`src/rtl/pc_unit_pkg.sv`:
```
// pc_unit_pkg
// Shared definitions for the mMIPS program-counter stage:
//   - word and jump-index widths
//   - default reset PC
//   - FSM state encoding (2 bits)
//   - word-alignment helper
package pc_unit_pkg;

    localparam int WORD_W = 32;
    localparam int JIDX_W = 26;

    localparam logic [WORD_W-1:0] DEFAULT_RESET_PC = 32'h0000_0000;

    typedef enum logic [1:0] {
        S_RESET = 2'd0,
        S_REQ   = 2'd1,
        S_HOLD  = 2'd2
    } pc_state_t;

    // Clears the byte-offset bits so a value can only ever name a whole word.
    function automatic logic [WORD_W-1:0] word_align(input logic [WORD_W-1:0] a);
        return a & ~32'h0000_0003;
    endfunction

endpackage

```
`src/rtl/pc_unit_if.sv`:
```
// pc_unit_if
// Bundles the fetch-stage control inputs and the instruction-memory handshake.
//   master : the PC stage (drives imem_req, imem_addr, pc, pc_plus4, instr_valid)
//   slave  : its environment (drives stall, redirects, imm_shifted, imem_ack)
interface pc_unit_if;
    import pc_unit_pkg::*;

    logic              stall;
    logic              branch_taken;
    logic [WORD_W-1:0] imm_shifted;
    logic              jump;
    logic [JIDX_W-1:0] jump_index;
    logic              imem_ack;
    logic              imem_req;
    logic [WORD_W-1:0] imem_addr;
    logic [WORD_W-1:0] pc;
    logic [WORD_W-1:0] pc_plus4;
    logic              instr_valid;

    modport master (
        input  stall, branch_taken, imm_shifted, jump, jump_index, imem_ack,
        output imem_req, imem_addr, pc, pc_plus4, instr_valid
    );

    modport slave (
        output stall, branch_taken, imm_shifted, jump, jump_index, imem_ack,
        input  imem_req, imem_addr, pc, pc_plus4, instr_valid
    );

endinterface

```
`src/rtl/pc_unit_target_calc.sv`:
```
// pc_target_calc
// Combinational target arithmetic for the PC stage, all modulo 2^32.
//   i_pc            current PC
//   i_imm_shifted   sign-extended offset << 2 (bits [1:0] ignored)
//   i_jump_index    instr[25:0] of a jump
//   o_pc_plus4      pc + 4
//   o_branch_target pc + 4 + offset
//   o_jump_target   {pc_plus4[31:28], jump_index, 2'b00}
module pc_target_calc
    import pc_unit_pkg::*;
(
    input  logic [WORD_W-1:0] i_pc,
    input  logic [WORD_W-1:0] i_imm_shifted,
    input  logic [JIDX_W-1:0] i_jump_index,
    output logic [WORD_W-1:0] o_pc_plus4,
    output logic [WORD_W-1:0] o_branch_target,
    output logic [WORD_W-1:0] o_jump_target
);

    logic [WORD_W-1:0] w_pc_plus4;

    assign w_pc_plus4      = i_pc + 32'd4;
    // Wrap-around past 0xFFFF_FFFC is intended; no overflow detection.
    assign o_branch_target = w_pc_plus4 + word_align(i_imm_shifted);
    assign o_jump_target   = {w_pc_plus4[WORD_W-1:WORD_W-4], i_jump_index, 2'b00};
    assign o_pc_plus4      = w_pc_plus4;

endmodule

```
`src/rtl/pc_unit.sv`:
```
// pc_unit
// Program-counter stage of the mMIPS fetch path: holds the PC, selects the
// next PC and runs the request/acknowledge handshake to instruction memory.
// Ports:
//   clk  system clock, rising edge
//   rst  asynchronous active-low reset
//   bus  pc_unit_if.master (stall/redirect inputs, imem handshake, pc outputs)
//
// state   | meaning
// --------+-----------------------------------------------------------
// S_RESET | in reset; no request; leaves on first edge with rst=1
// S_REQ   | imem_req high, waiting for imem_ack (or streaming on ack)
// S_HOLD  | word accepted under stall; request low, pc frozen
module pc_unit
    import pc_unit_pkg::*;
#(
    parameter logic [WORD_W-1:0] RESET_PC = DEFAULT_RESET_PC
) (
    input  logic        clk,
    input  logic        rst,
    pc_unit_if.master   bus
);

    localparam logic [WORD_W-1:0] RESET_PC_W = RESET_PC & ~32'h0000_0003;

    pc_state_t         r_state;
    logic [WORD_W-1:0] r_pc;
    logic              r_imem_req;
    logic              r_instr_valid;
    logic              r_redir_valid;
    logic [WORD_W-1:0] r_redir_target;

    logic [WORD_W-1:0] w_pc_plus4;
    logic [WORD_W-1:0] w_branch_target;
    logic [WORD_W-1:0] w_jump_target;
    logic              w_new_redirect;
    logic [WORD_W-1:0] w_redirect_target;
    logic [WORD_W-1:0] w_next_pc;

    pc_target_calc u_target_calc (
        .i_pc            (r_pc),
        .i_imm_shifted   (bus.imm_shifted),
        .i_jump_index    (bus.jump_index),
        .o_pc_plus4      (w_pc_plus4),
        .o_branch_target (w_branch_target),
        .o_jump_target   (w_jump_target)
    );

    assign w_new_redirect    = bus.jump | bus.branch_taken;
    assign w_redirect_target = bus.jump ? w_jump_target : w_branch_target;

    // A redirect captured while a fetch was outstanding outranks whatever
    // is presented at the advance itself.
    always_comb begin
        w_next_pc = w_pc_plus4;
        if (r_redir_valid) begin
            w_next_pc = r_redir_target;
        end else if (bus.jump) begin
            w_next_pc = w_jump_target;
        end else if (bus.branch_taken) begin
            w_next_pc = w_branch_target;
        end
    end

    always_ff @(posedge clk or negedge rst) begin
        if (!rst) begin
            r_state        <= S_RESET;
            r_pc           <= RESET_PC_W;
            r_imem_req     <= 1'b0;
            r_instr_valid  <= 1'b0;
            r_redir_valid  <= 1'b0;
            r_redir_target <= '0;
        end else begin
            r_instr_valid <= 1'b0;
            case (r_state)
                S_RESET: begin
                    r_state    <= S_REQ;
                    r_imem_req <= 1'b1;
                end
                S_REQ: begin
                    if (bus.imem_ack) begin
                        if (!bus.stall) begin
                            r_pc          <= word_align(w_next_pc);
                            r_instr_valid <= 1'b1;
                            r_redir_valid <= 1'b0;
                        end else begin
                            r_state    <= S_HOLD;
                            r_imem_req <= 1'b0;
                        end
                    end else if (w_new_redirect) begin
                        // The outstanding fetch cannot be aborted; remember
                        // the newest target for the next advance.
                        r_redir_valid  <= 1'b1;
                        r_redir_target <= w_redirect_target;
                    end
                end
                S_HOLD: begin
                    if (!bus.stall) begin
                        r_pc          <= word_align(w_next_pc);
                        r_instr_valid <= 1'b1;
                        r_redir_valid <= 1'b0;
                        r_state       <= S_REQ;
                        r_imem_req    <= 1'b1;
                    end
                end
                default: begin
                    r_state    <= S_RESET;
                    r_imem_req <= 1'b0;
                end
            endcase
        end
    end

    assign bus.pc          = r_pc;
    assign bus.imem_addr   = r_pc;
    assign bus.pc_plus4    = w_pc_plus4;
    assign bus.imem_req    = r_imem_req;
    assign bus.instr_valid = r_instr_valid;

endmodule
```
`src/flat_wrapper.sv`:
```
// flat-port wrapper written by rule: the top's interface ports become plain ports
module pc_unit_flat import pc_unit_pkg::*;
#(
    parameter logic [WORD_W-1:0] RESET_PC = DEFAULT_RESET_PC
)
  (clk, rst, bus_stall, bus_branch_taken, bus_imm_shifted, bus_jump, bus_jump_index, bus_imem_ack, bus_imem_req, bus_imem_addr, bus_pc, bus_pc_plus4, bus_instr_valid);
  pc_unit_if bus_i ();
  input  logic clk;
  input  logic rst;
  input wire logic [$bits(bus_i.stall)-1:0] bus_stall;
  input wire logic [$bits(bus_i.branch_taken)-1:0] bus_branch_taken;
  input wire logic [$bits(bus_i.imm_shifted)-1:0] bus_imm_shifted;
  input wire logic [$bits(bus_i.jump)-1:0] bus_jump;
  input wire logic [$bits(bus_i.jump_index)-1:0] bus_jump_index;
  input wire logic [$bits(bus_i.imem_ack)-1:0] bus_imem_ack;
  output wire logic [$bits(bus_i.imem_req)-1:0] bus_imem_req;
  output wire logic [$bits(bus_i.imem_addr)-1:0] bus_imem_addr;
  output wire logic [$bits(bus_i.pc)-1:0] bus_pc;
  output wire logic [$bits(bus_i.pc_plus4)-1:0] bus_pc_plus4;
  output wire logic [$bits(bus_i.instr_valid)-1:0] bus_instr_valid;
  assign bus_i.stall = bus_stall;
  assign bus_i.branch_taken = bus_branch_taken;
  assign bus_i.imm_shifted = bus_imm_shifted;
  assign bus_i.jump = bus_jump;
  assign bus_i.jump_index = bus_jump_index;
  assign bus_i.imem_ack = bus_imem_ack;
  assign bus_imem_req = bus_i.imem_req;
  assign bus_imem_addr = bus_i.imem_addr;
  assign bus_pc = bus_i.pc;
  assign bus_pc_plus4 = bus_i.pc_plus4;
  assign bus_instr_valid = bus_i.instr_valid;
  pc_unit #(.RESET_PC(RESET_PC)) u_core (.clk(clk), .rst(rst), .bus(bus_i));
endmodule
```
`config.mk`:
```
export PLATFORM = sky130hd
export DESIGN_NAME = pc_unit_flat
export DESIGN_NICKNAME = d
export VERILOG_FILES = /design/src/rtl/pc_unit_pkg.sv /design/src/rtl/pc_unit_if.sv /design/src/rtl/pc_unit_target_calc.sv /design/src/rtl/pc_unit.sv /design/src/flat_wrapper.sv
export SDC_FILE = /design/constraint.sdc
export NUM_CORES = 1
export LEC_CHECK = 0
export ABC_AREA = 1
export CAP_MARGIN = 25
export CORE_MARGIN = 2
export CORE_UTILIZATION = 45
export DETAILED_ROUTE_END_ITERATION = 7
export PLACE_DENSITY = 0.79
export RECOVER_POWER = 25
export SLEW_MARGIN = 5
export SYNTH_ARGS = -nofsm -noshare
export SYNTH_HDL_FRONTEND = slang
export SYNTH_SLANG_ARGS = --single-unit
export TNS_END_PERCENT = 5
```
`constraint.sdc`:
```
create_clock -name clk -period 5.05 [get_ports clk]
set_clock_uncertainty 0.05 [all_clocks]
set_input_delay 0.505 -clock clk [delete_from_list [all_inputs] [get_ports clk]]
set_output_delay 0.505 -clock clk [all_outputs]
set_load 0.05 [all_outputs]
```
==> metrics.md <==
| Metric | Value |
|---|---|
| Status | `complete, but fails checks` |
| Failing checks | `capacitance limit, slew limit` |
| Fin crit period | `3.822 ns` |
| Core area | `14590 um^2` |
| Slew margin rel. | `-1.375` |
| Final HPWL DP | `17.43 mm` |
| Initial antenna violation count | `0` |
| Switching Share | `0.5863` |
| Worst slack, placed | `1.383 ns` |
| Post-synth top area share | `0.2370` |
| Dominant cells by area after synthesis | `dfrtp_1 24%, nand2_1 19%, nor2_1 7.3%` |
| Setup-failing EPs final | `0` |
| Later-pin clock latency in the skew report | `0.33 ns` |
| Post-Place Cells | `1384` |
| Row cnt | `44` |
| Antenna Nets Post-Route | `0` |
| CTS buffer count | `9` |
| Die area | `16010 um^2` |
| Worst endpoint required time | `5.22 ns` |
| Max cap viols | `1` |
| CP max-delay cell | `dfrtp_1` |
| Crit path capture type | `register` |
| Initial core utilization | `0.4632` |
| Uppermost routed layer | `met4` |
| DIE HEIGHT | `126.5 um` |
| GRT overflow | `0` |
| Worst-Margin Slew | `3.563 ns` |
| Metal3 WL | `2.409 mm` |
| Worst path bufs/invs | `2` |
| Sequential Power Share | `0.165` |
| Clk pwr share | `0.101` |
| Hold Path Class | `reg2reg` |
| Fin cells | `1400` |
| Number of synthesized flops with an enable pin | `0` |
| I/O Buffers | `153` |
| CTS root buf | `clkbuf_16` |
| Post-synthesis cell count | `1099` |
| DRT iter0 DRCs | `838` |
| Min setup slack post-route | `1.228 ns` |
| Hold_ws | `0.4333 ns` |
| Final #Nets | `1315` |
| Largest net degree at the start of global routing | `65` |
| Synthesized cell area | `6758 um^2` |
| Vias in the first global route | `7043` |
| # Post-CTS Setup Buffers | `0` |
| CTS tree | `yes` |
| Routability cong. | `0.9957` |
| Critical path's top delay family | `simple AND/OR/NAND/NOR gates` |
| Width of the die | `126.5 um` |
| Area Overhead vs Synth | `25.62%` |
| CP Max Fanout | `6` |
| Antenna cells | `0` |
| Yosys top cell by area | `dfrtp_1` |
| Internal power | `2.712 mW` |
| Maximum clock frequency | `0.2616 GHz` |
| Hold-fix buffers, CTS | `0` |
| Unrepaired setup endpoints after global routing | `false` |
| PwrDens | `772.1 nW/um^2` |
| Area post-placement | `8174 um^2` |
| Largest stage delay on the critical path | `0.48 ns` |
| Layout cells sized above 1 | `0.04441` |
| Post-Syn Area per Cell | `6.149 um^2` |
| Dominant cell by count in the synthesized netlist | `nand2_1` |
| Synth top cells by count | `344 x nand2_1, 132 x nor2_1, 129 x inv_1` |
| Total Routing Usage GR | `0.2787` |
| Slew Limit Fails | `65` |
| Final hold viol count | `0` |
| First-pass GRT wire length | `35.55 mm` |
| Vias per inst | `5.459` |
| Final Util | `0.5819` |
| TNS Setup | `0 ns` |
| Clock tree buffer depth | `2` |
| Clk sinks | `64` |
| Power Total | `6.555 mW` |
| Final critical-path share of the clock period | `0.7569` |
| Pre-antenna DRT Iters | `5` |
| Synth Warn # | `0` |
| WL final | `22.23 mm` |
| Fin area | `8489 um^2` |
| Leakage | `4.185 nW` |
| H-Tree Level Count | `3` |
| Met1 wire length | `9.586 mm` |
| Critical Path AT | `3.99 ns` |
| Register area share after synthesis | `0.2370` |
| I/O pin count | `162` |
| # resized after CTS | `0` |
| Post-route DRC | `0` |
| Critical Path Most Common Cell | `nand2_1` |
| DR WL met2 | `9.703 mm` |
| Sw power | `3.843 mW` |
| Ys async rst share | `1.000` |
| Peak supply drop | `0.3777 mV` |
| CTS clk-pin slew, worst paths | `0.05 ns` |
| Vias | `7643` |
| Startpoint Class | `register` |
| Synth Register Bits | `64` |
| CP Cell Sequence | `ha_1, nand2_1, nor2_1, inv_1, nor2_1, inv_1, xor2_1, ha_1, a21oi_1, nand2_1, a21oi_1, nand2_1, nand2_1, nand2_1, or2_2, nand3_1, nand2_1, nand2_1, nand2_1` |
| Synth Flop Type | `dfrtp_1` |
| Critical path class | `reg2reg` |
| Wirelength per Cell | `15.88 um` |
| Post-synthesis cell type count | `45` |
| Combinational Power Share | `0.734` |
kinds of logic (layout without fill, tap and decap cells):
family	count (synthesis)	count (layout)	share of synthesized area
AO/OA/AOI/OAI	155	155	0.1289
XOR/XNOR	26	26	0.03370
adder cells (fa/ha/maj)	40	40	0.07517
buffers and inverters	197	309	0.1357
flip-flops	64	64	0.2370
other	1	6	0.0005549
AND/OR/NAND/NOR	616	616	0.3890
metal layers:
metal,global-route usage,up-vias
met3,0.04766,43
met2,0.4306,442
met4,0.08856,0
met1,0.3975,3443
met5,0,-
li1,-,3715
flip-flops by register name, summed over array words and instances, names as in the netlist:
signal and cells:
u_core.bus.instr_valid 1, u_core.bus.imem_addr 30, u_core.r_redir_target 30, u_core.r_redir_valid 1, u_core.r_state 2
power by group through the flow:
stage               Sequential, mW  Clock, mW  Combinational [mW]
floorplan                     1.41          0                3.12
global placement              1.06          0                4.68
detailed placement            1.08          0                4.73
CTS                           1.07      0.664                4.76
global route                  1.12      0.690                5.22
finish                        1.08      0.663                4.81
placed cells by master, fill, tap and decap left out, drive strengths merged, types with 7 or more instances in the layout:
cell           count
clkbuf            15
a31oi              9
nand4             12
xor2              18
ha                39
nand3             73
nor2             139
nor3              20
o21bai             7
inv              130
xnor2              8
dfrtp             64
clkdlybuf4s50    152
buf                8
nand2            355
o21ai             47
a21oi             72
worst reg2reg max path, cell delays in order, from the launching register on:
cell and delay, ns:
dfrtp_1 0.48, ha_1 0.24, nand2_1 0.09, nor2_1 0.28, inv_1 0.13, nor2_1 0.19, inv_1 0.07, xor2_1 0.44
ha_1 0.40, a21oi_1 0.22, nand2_1 0.12, a21oi_1 0.13, nand2_1 0.18, nand2_1 0.10, nand2_1 0.07, or2_2 0.29
nand3_1 0.07, nand2_1 0.06, nand2_1 0.06, nand2_1 0.05
path summary, 6_finish.rpt:
| kind | cells after the start | endpoint | startpoint | slack, ns |
|---|---|---|---|---|
| max | 19 | u_core.bus.imem_addr[23] | u_core.bus.imem_addr[2] | 1.23 |
| min | 2 | u_core.r_redir_target[6] | u_core.r_redir_target[6] | 0.43 |
| max reg2reg | 19 | u_core.bus.imem_addr[23] | u_core.bus.imem_addr[2] | 1.23 |
| min reg2reg | 2 | u_core.r_redir_target[6] | u_core.r_redir_target[6] | 0.43 |
| max in group asynchronous | 2 | u_core.r_redir_target[19] | rst | 1.51 |
| min in group asynchronous | 2 | u_core.bus.imem_addr[2] | rst | 1.44 |
final cells by class:
class                           instances  area (um^2)
Timing Repair Buffer                  161         1583
Inverter                              132        495.5
Sequential cell                        64         1602
Multi-Input combinational cell        843         4260
Clock buffer                           14        284.0
Tap cell                              184        230.2
Fill cell                            1383         6100
Clock inverter                          2        35.03
(Power assumes the default switching activity.)
